===== config.mk =====
export PLATFORM = sky130hd
export DESIGN_NAME = led_pwm_array_flat
export DESIGN_NICKNAME = d
export VERILOG_FILES = /design/src/rtl/led_pkg.sv /design/src/rtl/led_pwm_array_if.sv /design/src/rtl/led_sd_pwm.sv /design/src/rtl/led_pwm_array.sv /design/src/flat_wrapper.sv
export SDC_FILE = /design/constraint.sdc
export NUM_CORES = 1
export LEC_CHECK = 0
export BUFFER_PORTS_ARGS = -buffer_cell sky130_fd_sc_hd__buf_2
export CAP_MARGIN = 20
export CORE_MARGIN = 1
export CORE_UTILIZATION = 45
export CTS_CLUSTER_SIZE = 28
export DETAILED_ROUTE_END_ITERATION = 6
export PLACE_DENSITY_LB_ADDON = 0.2
export SLEW_MARGIN = 10
export SYNTH_ARGS = -nofsm -noshare
export SYNTH_HDL_FRONTEND = slang
export SYNTH_SLANG_ARGS = --single-unit

===== constraint.sdc =====
create_clock -name clk -period 2.98 [get_ports clk]
set_clock_uncertainty 0.15 [all_clocks]
set_input_delay 0.447 -clock clk [delete_from_list [all_inputs] [get_ports clk]]
set_output_delay 0.447 -clock clk [all_outputs]
set_load 0.01 [all_outputs]

===== src/rtl/led_pkg.sv =====
//------------------------------------------------------------------------------
// Module : led_pkg
// Brief  : Shared mode encoding for the LED PWM array.
// Rev    : 1.0 - initial release
//------------------------------------------------------------------------------
`default_nettype none

package led_pkg;

  localparam int MODE_W = 2;

  typedef enum logic [MODE_W-1:0] {
    LED_OFF     = 2'd0,
    LED_STATIC  = 2'd1,
    LED_BREATHE = 2'd2,
    LED_BLINK   = 2'd3
  } led_mode_e;

endpackage

`default_nettype wire


===== src/rtl/led_pwm_array_if.sv =====
//------------------------------------------------------------------------------
// Module : led_pwm_array_if
// Brief  : Channel configuration bus (write strobe, channel, mode, duty).
// Rev    : 1.0 - initial release
//------------------------------------------------------------------------------
`default_nettype none

interface led_pwm_array_if
  import led_pkg::*;
#(
  parameter int N_CH  = 4,
  parameter int PWM_W = 8
) ();

  localparam int CH_W = (N_CH > 1) ? $clog2(N_CH) : 1;

  logic             cfg_we;
  logic [CH_W-1:0]  cfg_ch;
  led_mode_e        cfg_mode;
  logic [PWM_W-1:0] cfg_duty;

  modport master (output cfg_we, cfg_ch, cfg_mode, cfg_duty);
  modport slave  (input  cfg_we, cfg_ch, cfg_mode, cfg_duty);

endinterface

`default_nettype wire


===== src/rtl/led_sd_pwm.sv =====
//------------------------------------------------------------------------------
// Module : led_sd_pwm
// Brief  : First-order sigma-delta modulator; output is the registered carry.
// Rev    : 1.0 - initial release
//------------------------------------------------------------------------------
`default_nettype none

module led_sd_pwm #(
  parameter int PWM_W = 8
) (
  input  logic             clk,
  input  logic             rst_n,
  input  logic [PWM_W-1:0] intensity,
  output logic             pwm_out
);

  logic [PWM_W-1:0] r_acc;
  logic [PWM_W:0]   w_sum;

  assign w_sum = {1'b0, r_acc} + {1'b0, intensity};

  always_ff @(posedge clk or negedge rst_n) begin
    if (!rst_n) begin
      r_acc   <= '0;
      pwm_out <= 1'b0;
    end else begin
      r_acc   <= w_sum[PWM_W-1:0];
      pwm_out <= w_sum[PWM_W];
    end
  end

endmodule

`default_nettype wire


===== src/rtl/led_pwm_array.sv =====
//------------------------------------------------------------------------------
// Module : led_pwm_array
// Brief  : Multi-channel LED driver (OFF/STATIC/BREATHE/BLINK) with shared
//          time-base. Define LED_GAMMA_EN for square-law intensity gamma.
// Rev    : 1.0 - initial release
//------------------------------------------------------------------------------
`default_nettype none

module led_pwm_array
  import led_pkg::*;
#(
  parameter int N_CH     = 4,
  parameter int PWM_W    = 8,
  parameter int TICK_DIV = 65536,
  parameter int BLINK_T  = 64
) (
  input  logic            clk,
  input  logic            rst_n,
  led_pwm_array_if.slave  cfg,
  output logic [N_CH-1:0] led
);

  localparam int CH_W  = (N_CH > 1) ? $clog2(N_CH) : 1;
  localparam int PRE_W = $clog2(TICK_DIV);
  localparam int BLK_W = (BLINK_T > 1) ? $clog2(BLINK_T) : 1;

  logic [PRE_W-1:0] r_presc;
  logic [PWM_W:0]   r_ramp;
  logic [BLK_W-1:0] r_blink_cnt;
  logic             r_blink_ph;
  logic             w_tick;
  logic [PWM_W-1:0] w_tri;
  logic             w_ch_ok;

  assign w_tick = (r_presc == PRE_W'(TICK_DIV - 1));
  assign w_tri  = r_ramp[PWM_W] ? r_ramp[PWM_W-1:0] : ~r_ramp[PWM_W-1:0];

  always_ff @(posedge clk or negedge rst_n) begin
    if (!rst_n) begin
      r_presc     <= '0;
      r_ramp      <= '0;
      r_blink_cnt <= '0;
      r_blink_ph  <= 1'b0;
    end else if (w_tick) begin
      r_presc <= '0;
      r_ramp  <= r_ramp + (PWM_W+1)'(1);
      if (r_blink_cnt == BLK_W'(BLINK_T - 1)) begin
        r_blink_cnt <= '0;
        r_blink_ph  <= ~r_blink_ph;
      end else begin
        r_blink_cnt <= r_blink_cnt + BLK_W'(1);
      end
    end else begin
      r_presc <= r_presc + PRE_W'(1);
    end
  end

  // A power-of-two channel count makes every cfg_ch encoding valid.
  if (N_CH == (1 << CH_W)) begin : g_ch_full
    assign w_ch_ok = 1'b1;
  end else begin : g_ch_part
    assign w_ch_ok = (cfg.cfg_ch < CH_W'(N_CH));
  end

  for (genvar i = 0; i < N_CH; i++) begin : g_ch
    led_mode_e        r_mode;
    logic [PWM_W-1:0] r_duty;
    logic [PWM_W-1:0] w_lin;
    logic [PWM_W-1:0] w_int;

    always_ff @(posedge clk or negedge rst_n) begin
      if (!rst_n) begin
        r_mode <= LED_OFF;
        r_duty <= '0;
      end else if (cfg.cfg_we && w_ch_ok && (cfg.cfg_ch == CH_W'(i))) begin
        r_mode <= cfg.cfg_mode;
        r_duty <= cfg.cfg_duty;
      end
    end

    always_comb begin
      w_lin = '0;
      case (r_mode)
        LED_STATIC:  w_lin = r_duty;
        LED_BREATHE: w_lin = w_tri;
        LED_BLINK:   w_lin = r_blink_ph ? r_duty : '0;
        default:     w_lin = '0;
      endcase
    end

`ifdef LED_GAMMA_EN
    localparam int SQ_W = 2 * PWM_W;
    assign w_int = PWM_W'((SQ_W'(w_lin) * SQ_W'(w_lin)) >> PWM_W);
`else
    assign w_int = w_lin;
`endif

    led_sd_pwm #(.PWM_W(PWM_W)) u_pwm (
      .clk       (clk),
      .rst_n     (rst_n),
      .intensity (w_int),
      .pwm_out   (led[i])
    );
  end

endmodule

`default_nettype wire


===== src/flat_wrapper.sv =====
// flat-port wrapper written by rule: the top's interface ports become plain ports
module led_pwm_array_flat import led_pkg::*;
#(
  parameter int N_CH     = 4,
  parameter int PWM_W    = 8,
  parameter int TICK_DIV = 65536,
  parameter int BLINK_T  = 64
)
  (clk, rst_n, led, cfg_cfg_we, cfg_cfg_ch, cfg_cfg_mode, cfg_cfg_duty);
  led_pwm_array_if #(.N_CH(N_CH), .PWM_W(PWM_W)) cfg_i ();
  input  logic clk;
  input  logic rst_n;
  output logic [N_CH-1:0] led;
  input wire logic [$bits(cfg_i.cfg_we)-1:0] cfg_cfg_we;
  input wire logic [$bits(cfg_i.cfg_ch)-1:0] cfg_cfg_ch;
  input wire logic [$bits(cfg_i.cfg_mode)-1:0] cfg_cfg_mode;
  input wire logic [$bits(cfg_i.cfg_duty)-1:0] cfg_cfg_duty;
  assign cfg_i.cfg_we = cfg_cfg_we;
  assign cfg_i.cfg_ch = cfg_cfg_ch;
  assign cfg_i.cfg_mode = cfg_cfg_mode;
  assign cfg_i.cfg_duty = cfg_cfg_duty;
  led_pwm_array #(.N_CH(N_CH), .PWM_W(PWM_W), .TICK_DIV(TICK_DIV), .BLINK_T(BLINK_T)) u_core (.clk(clk), .rst_n(rst_n), .cfg(cfg_i), .led(led));
endmodule

=== Word-level counts from Yosys, hierarchy flattened ===
Index checks and enable logic that the tools add are counted.

* $add $sub $neg: 7
* Equal/unequal tests: 17
* Multiplexer cells: 11
* Bitwise operators: 2
* Reduce and logical (&&, ||, !) cells: 6

{| class="wikitable"
|+ Operators by type and width
! kind !! number
|-
| case mux 8 bit (3 select lines) || 4
|-
| 2-to-1 mux 8 bit || 5
|-
| adder 8 x 8 -> 9 bit || 4
|-
| == test 2 bit (second input constant) || 10
|-
| adder 16 x 1 -> 16 bit (second input constant) || 1
|-
| == test 16 bit (second input constant) || 1
|-
| 2-to-1 mux 16 bit || 1
|-
| == test 2 x 1 -> 1 bit (second input constant) || 5
|-
| adder 9 x 1 -> 9 bit (second input constant) || 1
|-
| NOT 8 bit || 1
|-
| adder 6 x 1 -> 6 bit (second input constant) || 1
|-
| == test 6 bit (second input constant) || 1
|-
| 2-to-1 mux 6 bit || 1
|-
| logical AND 1 bit || 4
|-
| zero test 2 bit || 1
|-
| AND reduction 2 bit || 1
|-
| NOT 1 bit || 1
|}

* Bits in registers: 108
* Input bits: 15
* Output and inout bits: 4
* Word-level logic and storage cells: 63

=== Depth between registers and ports, before layout ===
Gate-level depths: netlist (run 1).

* Depth after elaboration: 4
* Mapped depth: 9
* Gate-level depth less buffers: 9

=== Modules after synthesis ===
Synthesis (run 1) repeated with hierarchy kept, for this count alone.

* Cells, all modules: 478
* Area, all modules: 5625.4 µm²

{| class="wikitable"
|+ Modules (own cells, without submodules)
! module !! times used !! cells an instance !! area an instance (µm²)
|-
| led_pwm_array || 1 || 274 || 3428.3
|-
| led_sd_pwm || 4 || 51 || 549.3
|}

=== Worst setup path after synthesis (run 1) ===
No wires, ideal clock.

* Path kind: register to register
* Start: register u_core.r_ramp[8]
* End: register u_core.g_ch[3].u_pwm.pwm_out
* Library setup time: 0.129 ns
* Data arrival time: 2.315 ns
* Path slack: 0.386 ns
* Stages on the path, launching flop included: 10
* Buffers on the path: 1
* Period minus slack after synthesis: 2.594 ns
* Cell sequence: dfrtp_1 > buf_2 > xnor2_1 > a22o_1 > ha_1 > fa_1 > a21o_1 > a21oi_1 > o21ai_0 > o41a_1

* Word-level cells in the longest chain between the ends: 3

{| class="wikitable"
|+ Ends and longest elaborated chain
! element !! RTL line !! RTL
|-
| from (decl) || led_pwm_array.sv:28 || <nowiki>logic [PWM_W:0] r_ramp;</nowiki>
|-
| from (signal assigned) || led_pwm_array.sv:46 || <nowiki>r_ramp <= r_ramp + (PWM_W+1)'(1);</nowiki>
|-
| 2-to-1 mux 8 bit || led_pwm_array.sv:36 || <nowiki>assign w_tri = r_ramp[PWM_W] ? r_ramp[PWM_W-1:0] : ~r_ramp[PWM_W-1:0];</nowiki>
|-
| case mux 8 bit (3 select lines) || led_pwm_array.sv:83 || <nowiki>case (r_mode)</nowiki>
|-
| adder 8 x 8 -> 9 bit || led_sd_pwm.sv:20 || <nowiki>assign w_sum = {1'b0, r_acc} + {1'b0, intensity};</nowiki>
|-
| net u_core.g_ch[3].u_pwm.w_sum[8] || led_sd_pwm.sv:18 || <nowiki>logic [PWM_W:0] w_sum;</nowiki>
|-
| to (signal assigned) || led_sd_pwm.sv:28 || <nowiki>pwm_out <= w_sum[PWM_W];</nowiki>
|-
| to (decl) || led_sd_pwm.sv:14 || <nowiki>output logic pwm_out</nowiki>
|}

The timed path passes the listed nets, and every way through them passes these cells.
A chain may end at the register's enable or synchronous reset.

=== Worst setup path in the final report (run 1) ===
* Start: register u_core.r_ramp[0]
* End: register u_core.g_ch[1].u_pwm.pwm_out

* Word-level cells in the longest chain between the ends: 4

{| class="wikitable"
|+ Ends and longest elaborated chain
! element !! RTL line
|-
| NOT 8 bit || led_pwm_array.sv:36
|-
| 2-to-1 mux 8 bit (*) || led_pwm_array.sv:36
|-
| case mux 8 bit (3 select lines) (*) || led_pwm_array.sv:83
|-
| adder 8 x 8 -> 9 bit (*) || led_sd_pwm.sv:20
|-
| net u_core.g_ch[1].u_pwm.w_sum[8] || led_sd_pwm.sv:18
|-
| to (signal assigned) || led_sd_pwm.sv:28
|-
| to (decl) || led_sd_pwm.sv:14
|}

Mark *: on every way through the listed nets, which the timed path passes. The rest lies on a longest branch.

==> impl_results.md, run 1 <==
* Initial Utilization at 46.0%
* Routed len/inst at 16.5 um
* Die area at 12700 um2
* Crit Path Category: register to register
* Synth top area cells: dfrtp_1 (49%), mux2_2 (8.8%), ha_1 (7.9%)
* Slew Limit Fails at 0
* Mapped Area at 5530 um2
* Die width at 113 um
* Pre-CTS setup slack at 0.233 ns
* Clock latency at the later pin of the worst-skew pair at 0.35 ns
* Yosys warns at 0
* Sink Count at 108
* Hold Buf Count CTS at 1
* First-pass GRT wire length at 17700 um
* Final net count at 546
* DR iter-0 viols at 188
* Number of global-route vias before repair at 3540
* Largest net degree at the start of global routing at 52
* Overall power at 5.18 mW
* Netlist cell types at 44
* Drt first pass iters at 4
* Critical Path, Cell by Cell: xnor2_1 > a22o_1 > ha_1 > fa_1 > a21o_1 > a21oi_1 > o21ai_0 > o41a_1
* Final worst setup slack at 0.245 ns
* FF-to-FF setup slack at 0.25 ns
* CTS tree: yes
* Final setup fails at 0
* Initial antenna violation count at 0
* Maxcap violations at 0
* Number of diodes at 0
* Status: complete, no violations
* Synth top area share at 48.9%
* Clock transition at path regs at 0.07 ns
* GPL Wtd Cong at 0.768
* I/O Pins at 19
* Sequential fraction of the synthesis area at 48.9%
* Cell Pwr Density at 844 nW/um2
* CP required at 3.05 ns
* All-Layer GR Usage at 18.3%
* Most frequent cell after synthesis: dfrtp_1
* Num CTS Buffers at 9
* Detailed-route vias per instance at 5.56
* Clock root buffer: clkbuf_16
* Leakage at 2.83 nW
* Worst path max stage delay at 0.43 ns
* Total grt overflow at 0
* Post-CTS setup repair buffer count at 0
* Count of cells resized by post-cts repair at 0
* Synth Area per Inst at 12.0 um2
* CP startpoint kind: register
* Relative slew slack at 50.8%
* Min-Delay Path Class: input port to register
* Clock Path Buffers at 2
* Chip height at 113 um
* Synth Flop Type: dfrtp_1
* Tightest Pin Transition at 0.733 ns
* Type of element capturing the critical path: register
* Ys async rst share at 100%
* Post-Synthesis Cells at 462
* Tmin final at 2.73 ns
* WP data arrival at 2.81 ns
* Buffers added on ports at 18
* Slowest CP cell: dfrtp_1
* Core Rows at 40
* Final period util at 91.8%
* Htree depth at 3
* Mapped Nets at 516
* Core ar. at 12000 um2
* Synth top cells by count: dfrtp_1 (108), mux2_2 (43), xnor2_1 (37)
* Unrepaired setup endpoints after global routing: false
* Area grow syn2layout at 11.1%
* Post-Route Setup TNS at 0 ns
* Highest clock rate at 366 MHz
* EDFF count, synth at 0
* Crit Path Max Fanout at 4
* Post-detailed-route count of antenna-violating nets at 0
* Final Hold Fails at 0
* # DRC at 0
* Post-Route WL at 10600 um
* Yosys top cell by area: dfrtp_1
* Share of cells above drive strength 1 at 19.4%
* Routed via count at 3573
* Post-DP HPWL at 7560 um
* Worst vdd ir at 0.000353 V
* Util after Layout at 51.1%
* Number of synthesized register bits at 108
[worst max-delay path, delay by kind of cell (launching register included)]
| kind | cells | cell delay (ns) |
|---|---|---|
| AOI/OAI and AO/OA | 5 | 1.15 |
| adders and majority gates | 2 | 0.62 |
| DFF | 1 | 0.43 |
| xor gates and xnor gates | 1 | 0.28 |
[cell type report]
cell class | instances | area [um2]
well taps | 147 | 184
clock inverters | 5 | 52.6
repair buffers | 33 | 220
inverters | 10 | 37.5
fillers | 1080 | 5870
flip-flops and latches | 108 | 2700
clock buffers | 10 | 239
multi-input cells | 330 | 2710
[power breakdown]
part | internal, mW | switching (mW) | leakage, nW
sequential | 1.85 | 0.150 | 1.33
combinational | 0.985 | 1.02 | 1.35
clock | 0.665 | 0.516 | 0.144
[metrics by stage]
step,instances,hold slack (ns),cell area [um2]
floorplan,462,0.00141,5530
global placement,627,0.307,5840
detailed placement,627,0.307,5840
CTS,643,0.234,6140
global route,643,0.249,6140
finish,643,0.251,6140
[routing by layer]
layer  GRT usage (%)  vias up  part of all wire (%)
met5               0        -                     0
met4            5.87        0                   1.2
met3            4.50        9                   4.5
met2            30.2       59                    48
met1            23.7     1781                    47
li1                -     1724                     -
[state kept, by name, indices dropped and copies added (netlist names)]
| register | count |
|---|---|
| u_core.r_presc | 16 |
| u_core.r_blink_cnt | 6 |
| u_core.g_ch.u_pwm.r_acc | 32 |
| u_core.g_ch.u_pwm.pwm_out | 4 |
| u_core.r_blink_ph | 1 |
| u_core.g_ch.r_mode | 8 |
| u_core.r_ramp | 9 |
| u_core.g_ch.r_duty | 32 |
[kinds of logic (layout without fill, tap and decap cells)]
| logic type | count (synthesis) | after routing | share of synthesized area, % |
|---|---|---|---|
| AOI/OAI and AO/OA | 84 | 84 | 11.7 |
| buffers and inverters | 24 | 58 | 2.20 |
| xor gates and xnor gates | 54 | 54 | 8.55 |
| muxes | 43 | 43 | 8.76 |
| and+or+nand+nor | 110 | 110 | 10.5 |
| adders and majority gates | 39 | 39 | 9.37 |
| DFF | 108 | 108 | 48.9 |
[worst paths after layout]
| check | from | endpoint | cells past startpoint |
|---|---|---|---|
| max | u_core.r_ramp[0] | u_core.g_ch[1].u_pwm.pwm_out | 8 |
| min | cfg_cfg_mode[1] | u_core.g_ch[3].r_mode[1] | 2 |
| max reg2reg | u_core.r_ramp[0] | u_core.g_ch[1].u_pwm.pwm_out | 8 |
| min reg2reg | u_core.r_blink_cnt[4] | u_core.r_blink_cnt[4] | 1 |
| max in group asynchronous | rst_n | u_core.r_presc[0] | 3 |
| min in group asynchronous | rst_n | u_core.g_ch[2].u_pwm.r_acc[5] | 2 |
[cell usage in the layout (no fill, tap or decap), drive strengths merged, types with 2 or more instances in the layout]
master  instances
buf            32
a22o           32
mux2           43
o41a            3
xnor2          37
inv            10
nor2           25
o21ai           6
nand3          14
o21bai          4
clkbuf         10
xor2           17
nor4            2
nand4           9
clkinv          3
and3           11
o41ai           3
ha             35
or3             4
nand3b          3
a21boi          4
or2             2
a21o            6
o211ai          8
nor2b           6
a21oi          12
dfrtp         108
nor3           11
nand2          21
fa              4
Note: power is estimated with default switching activity, not from simulation.
==> run 2: changes to the inputs <==
--- a/config.mk
+++ b/config.mk
@@ -5,10 +5,11 @@
 export SDC_FILE = /design/constraint.sdc
 export NUM_CORES = 1
 export LEC_CHECK = 0
+export ABC_AREA = 1
 export BUFFER_PORTS_ARGS = -buffer_cell sky130_fd_sc_hd__buf_2
 export CAP_MARGIN = 20
 export CORE_MARGIN = 1
-export CORE_UTILIZATION = 45
+export CORE_UTILIZATION = 50
 export CTS_CLUSTER_SIZE = 28
 export DETAILED_ROUTE_END_ITERATION = 6
 export PLACE_DENSITY_LB_ADDON = 0.2
==> run 2 against run 1 <==
  * The run now ends with design-rule violations left
  * Hold slack gained 0.036 ns
  * Synthesized area grew 8.8%
  * Sequential share of layout area is 3.1 points lower
  * Clock-buffer cell count rose by 1
  * Cell count increased by 37%
  * Flip-flop and latch count unchanged
  * Clock power is 25% higher
  * Register-to-register slack better by 0.06 ns
  * Die area down 2.0%
  * Maximum frequency up 2.2%
  * Cell area grew 7.6%
  * Setup slack better by 0.060 ns
==> impl_results.md, run 2 <==
* Status: complete, but fails checks (was complete, no violations)
* Failing checks: design-rule violations
* Die width at 112 um (was 113 um)
* Leakage at 3.55 nW (was 2.83 nW)
* Final Hold Fails at 0 (unchanged)
* Synth top cells by count: nand2_1 (182), dfrtp_1 (108), nand3_1 (76) (was dfrtp_1 (108), mux2_2 (43), xnor2_1 (37))
* Largest net degree at the start of global routing at 78 (was 52)
* Worst path max stage delay at 0.62 ns (was 0.43 ns)
* WHS Endpoint: u_core.g_ch[1].r_mode[1] (was u_core.g_ch[3].r_mode[1])
* I/O Pins at 19 (unchanged)
* Post-detailed-route count of antenna-violating nets at 0 (unchanged)
* Detailed-route vias per instance at 5.27 (was 5.56)
* First-pass GRT wire length at 20700 um (was 17700 um)
* Slew Limit Fails at 0 (unchanged)
* Initial antenna violation count at 0 (unchanged)
* Post-Route WL at 12200 um (was 10600 um)
* Initial Utilization at 52.0% (was 46.0%)
* Core ar. at 11600 um2 (was 12000 um2)
* Slowest CP cell: dfrtp_1 (unchanged)
* Area after DPL at 6230 um2 (was 5840 um2)
* Clock latency at the later pin of the worst-skew pair at 0.35 ns (about the same)
* Hold path start: cfg_cfg_mode[1] (unchanged)
* Commonest non-fill, non-tap cell in the layout: nand2_1 (was dfrtp_1)
* Maxcap violations at 0 (unchanged)
* # DRC at 2 (was 0)
* Share of cells above drive strength 1 at 11.8% (was 19.4%)
* Number of diodes at 0 (unchanged)
* Synth top area cells: dfrtp_1 (45%), nand2_1 (11%), ha_1 (7.3%) (was dfrtp_1 (49%), mux2_2 (8.8%), ha_1 (7.9%))
* Count of cells resized by post-cts repair at 0 (unchanged)
* Num CTS Buffers at 9 (unchanged)
* Critical R2R Capture: u_core.g_ch[1].u_pwm.pwm_out (unchanged)
* Most frequent CP cell: nand2_1
* Relative slew slack at 56.7% (was 50.8%)
* Clock transition at path regs at 0.07 ns (about the same)
* Final net count at 789 (was 546)
* Post-Route Setup TNS at 0 ns (unchanged)
* CP top delay family: simple AND/OR/NAND/NOR gates (was compound AO/OA/AOI/OAI gates)
* Post-Synthesis Cells at 719 (was 462)
* Yosys warns at 0 (unchanged)
* Synth top area share at 44.9% (was 48.9%)
* GPL Wtd Cong at 0.811 (was 0.768)
* R2r worst-path depth at 11 (was 8)
* Sequential fraction of the synthesis area at 44.9% (was 48.9%)
* Min-Delay Path Class: input port to register (unchanged)
* CP required at 3.07 ns (was 3.05 ns)
* CTS tree: yes (unchanged)
* Netlist cell types at 31 (was 44)
* Fin area at 6610 um2 (was 6140 um2)
* WHS at 0.287 ns (was 0.251 ns)
* FF-to-FF setup slack at 0.31 ns (was 0.25 ns)
* Chip height at 112 um (was 113 um)
* Routed len/inst at 13.8 um (was 16.5 um)
* Highest clock rate at 374 MHz (was 366 MHz)
* Regs by FF count: u_core.g_ch.r_duty: 32 flops, u_core.g_ch.u_pwm.r_acc: 32 flops, u_core.r_presc: 16 flops (unchanged)
* Sink Count at 108 (unchanged)
* Synth Area per Inst at 8.37 um2 (was 12.0 um2)
* Unrepaired setup endpoints after global routing: false (unchanged)
* Final setup fails at 0 (unchanged)
* Buffers added on ports at 18 (unchanged)
* Most frequent cell after synthesis: nand2_1 (was dfrtp_1)
* Crit Path Max Fanout at 11 (was 4)
* Ys async rst share at 100% (unchanged)
* Yosys top cell by area: dfrtp_1 (unchanged)
* Routed via count at 4644 (was 3573)
* WP data arrival at 2.76 ns (was 2.81 ns)
* Number of global-route vias before repair at 4389 (was 3540)
* Critical Path, Cell by Cell: xor2_1 > or2_2 > a21oi_1 > ha_1 > fa_1 > nand3_1 > nand2_1 > nand3_1 > nand2_1 > nand2_1 > nand2_1 (was xnor2_1 > a22o_1 > ha_1 > fa_1 > a21o_1 > a21oi_1 > o21ai_0 > o41a_1)
* All-Layer GR Usage at 21.3% (was 18.3%)
* Core Rows at 39 (was 40)
* FF-to-FF Start: u_core.r_ramp[8] (was u_core.r_ramp[0])
* Drt first pass iters at 7 (was 4)
* EDFF count, synth at 0 (unchanged)
* Tightest Pin Transition at 0.648 ns (was 0.733 ns)
* DR iter-0 viols at 350 (was 188)
* Total grt overflow at 0 (unchanged)
* Cell Pwr Density at 820 nW/um2 (was 844 nW/um2)
* CP Buf/Inv Count at 0 (unchanged)
* Clock Path Buffers at 2 (unchanged)
* Tmin final at 2.67 ns (was 2.73 ns)
* Htree depth at 3 (unchanged)
* Post-DP HPWL at 8500 um (was 7560 um)
* Commonest cells after routing, fill and taps aside: nand2_1 (182), dfrtp_1 (108), nand3_1 (76), inv_1 (64), a21oi_1 (52) (was dfrtp_1 (108), mux2_2 (43), xnor2_1 (37), ha_1 (35), a22o_1 (32))
* Crit Path Category: register to register (unchanged)
* Type of element capturing the critical path: register (unchanged)
* Final period util at 89.8% (was 91.8%)
* Area grow syn2layout at 9.86% (was 11.1%)
* Mapped Nets at 773 (was 516)
* Number of synthesized register bits at 108 (unchanged)
* CP startpoint kind: register (unchanged)
* Mapped Area at 6020 um2 (was 5530 um2)
* Synth Flop Type: dfrtp_1 (unchanged)
* Die area at 12500 um2 (was 12700 um2)
* Worst vdd ir at 0.000599 V (was 0.000353 V)
* WHS Path Cells at 3 (was 2)
* Clock root buffer: clkbuf_16 (unchanged)
## run 2: cell families after synthesis
logic type | count (synthesis) | synth area share [%]
adders and majority gates | 39 | 8.61
xor gates and xnor gates | 38 | 5.53
AOI/OAI and AO/OA | 105 | 9.11
and+or+nand+nor | 343 | 25.7
buffers and inverters | 86 | 6.13
DFF | 108 | 44.9
## run 2: where the power goes
part | internal [mW] | leakage (nW) | switching, mW
clock network | 0.948 | 0.182 | 0.527
logic | 0.802 | 2.01 | 1.15
registers | 1.83 | 1.36 | 0.163
## run 2: cell type report
type	instances	area, um2
fillers	1028	4950
multi-input cells	525	2950
clock inverters	4	120
repair buffers	25	160
clock buffers	11	253
flip-flops and latches	108	2700
inverters	66	250
well taps	143	179
## run 2: worst max-delay path by stage
| stage | to | depth (start not counted) | slack [ns] | start |
|---|---|---|---|---|
| 5_1_grt | u_core.g_ch[2].u_pwm.pwm_out | 11 | 0.07 | u_core.r_ramp[8] |
| 2_1_floorplan | u_core.g_ch[1].u_pwm.pwm_out | 11 | 0.77 | u_core.g_ch[1].r_mode[0] |
| 6_report | u_core.g_ch[1].u_pwm.pwm_out | 11 | 0.31 | u_core.r_ramp[8] |
| 4_1_cts | u_core.g_ch[1].u_pwm.pwm_out | 11 | 0.28 | u_core.r_ramp[8] |
| 3_5_place_dp | u_core.g_ch[1].u_pwm.pwm_out | 11 | 0.30 | u_core.r_ramp[8] |
| 3_3_place_gp | u_core.g_ch[3].u_pwm.pwm_out | 11 | 0.40 | u_core.r_ramp[8] |
## run 2: timing repair
action,in CTS,in global routing
hold endpoints to repair,31,0
hold buffers,1,0
buffers inserted,0,0
endpoints found under the setup margin,0,0
## run 2: routing by layer
layer | track usage, % | part of all wire [%]
met1 | 28.1 | 47
met2 | 34.9 | 48
met3 | 4.68 | 4.0
met4 | 7.21 | 1.8
met5 | 0 | 0
## run 2: worst register-to-register path, stage by stage, from the launching register on
cell and delay [ns]:
dfrtp_1 0.62, xor2_1 0.44, or2_2 0.19, a21oi_1 0.06, ha_1 0.23, fa_1 0.41, nand3_1 0.10, nand2_1 0.08
nand3_1 0.10, nand2_1 0.07, nand2_1 0.06, nand2_1 0.05
## run 2: stage by stage
stage / total power, mW / setup slack [ns] / instances / utilization (%)
5_1_grt: 5.88 / 0.0684 / 882 / 57.2
2_1_floorplan: 3.57 / 0.768 / 719 / -
4_1_cts: 5.48 / 0.280 / 882 / 57.2
6_report: 5.42 / 0.305 / 882 / 57.2
3_5_place_dp: 3.98 / 0.301 / 866 / 53.8
3_3_place_gp: 3.89 / 0.401 / 866 / 53.8
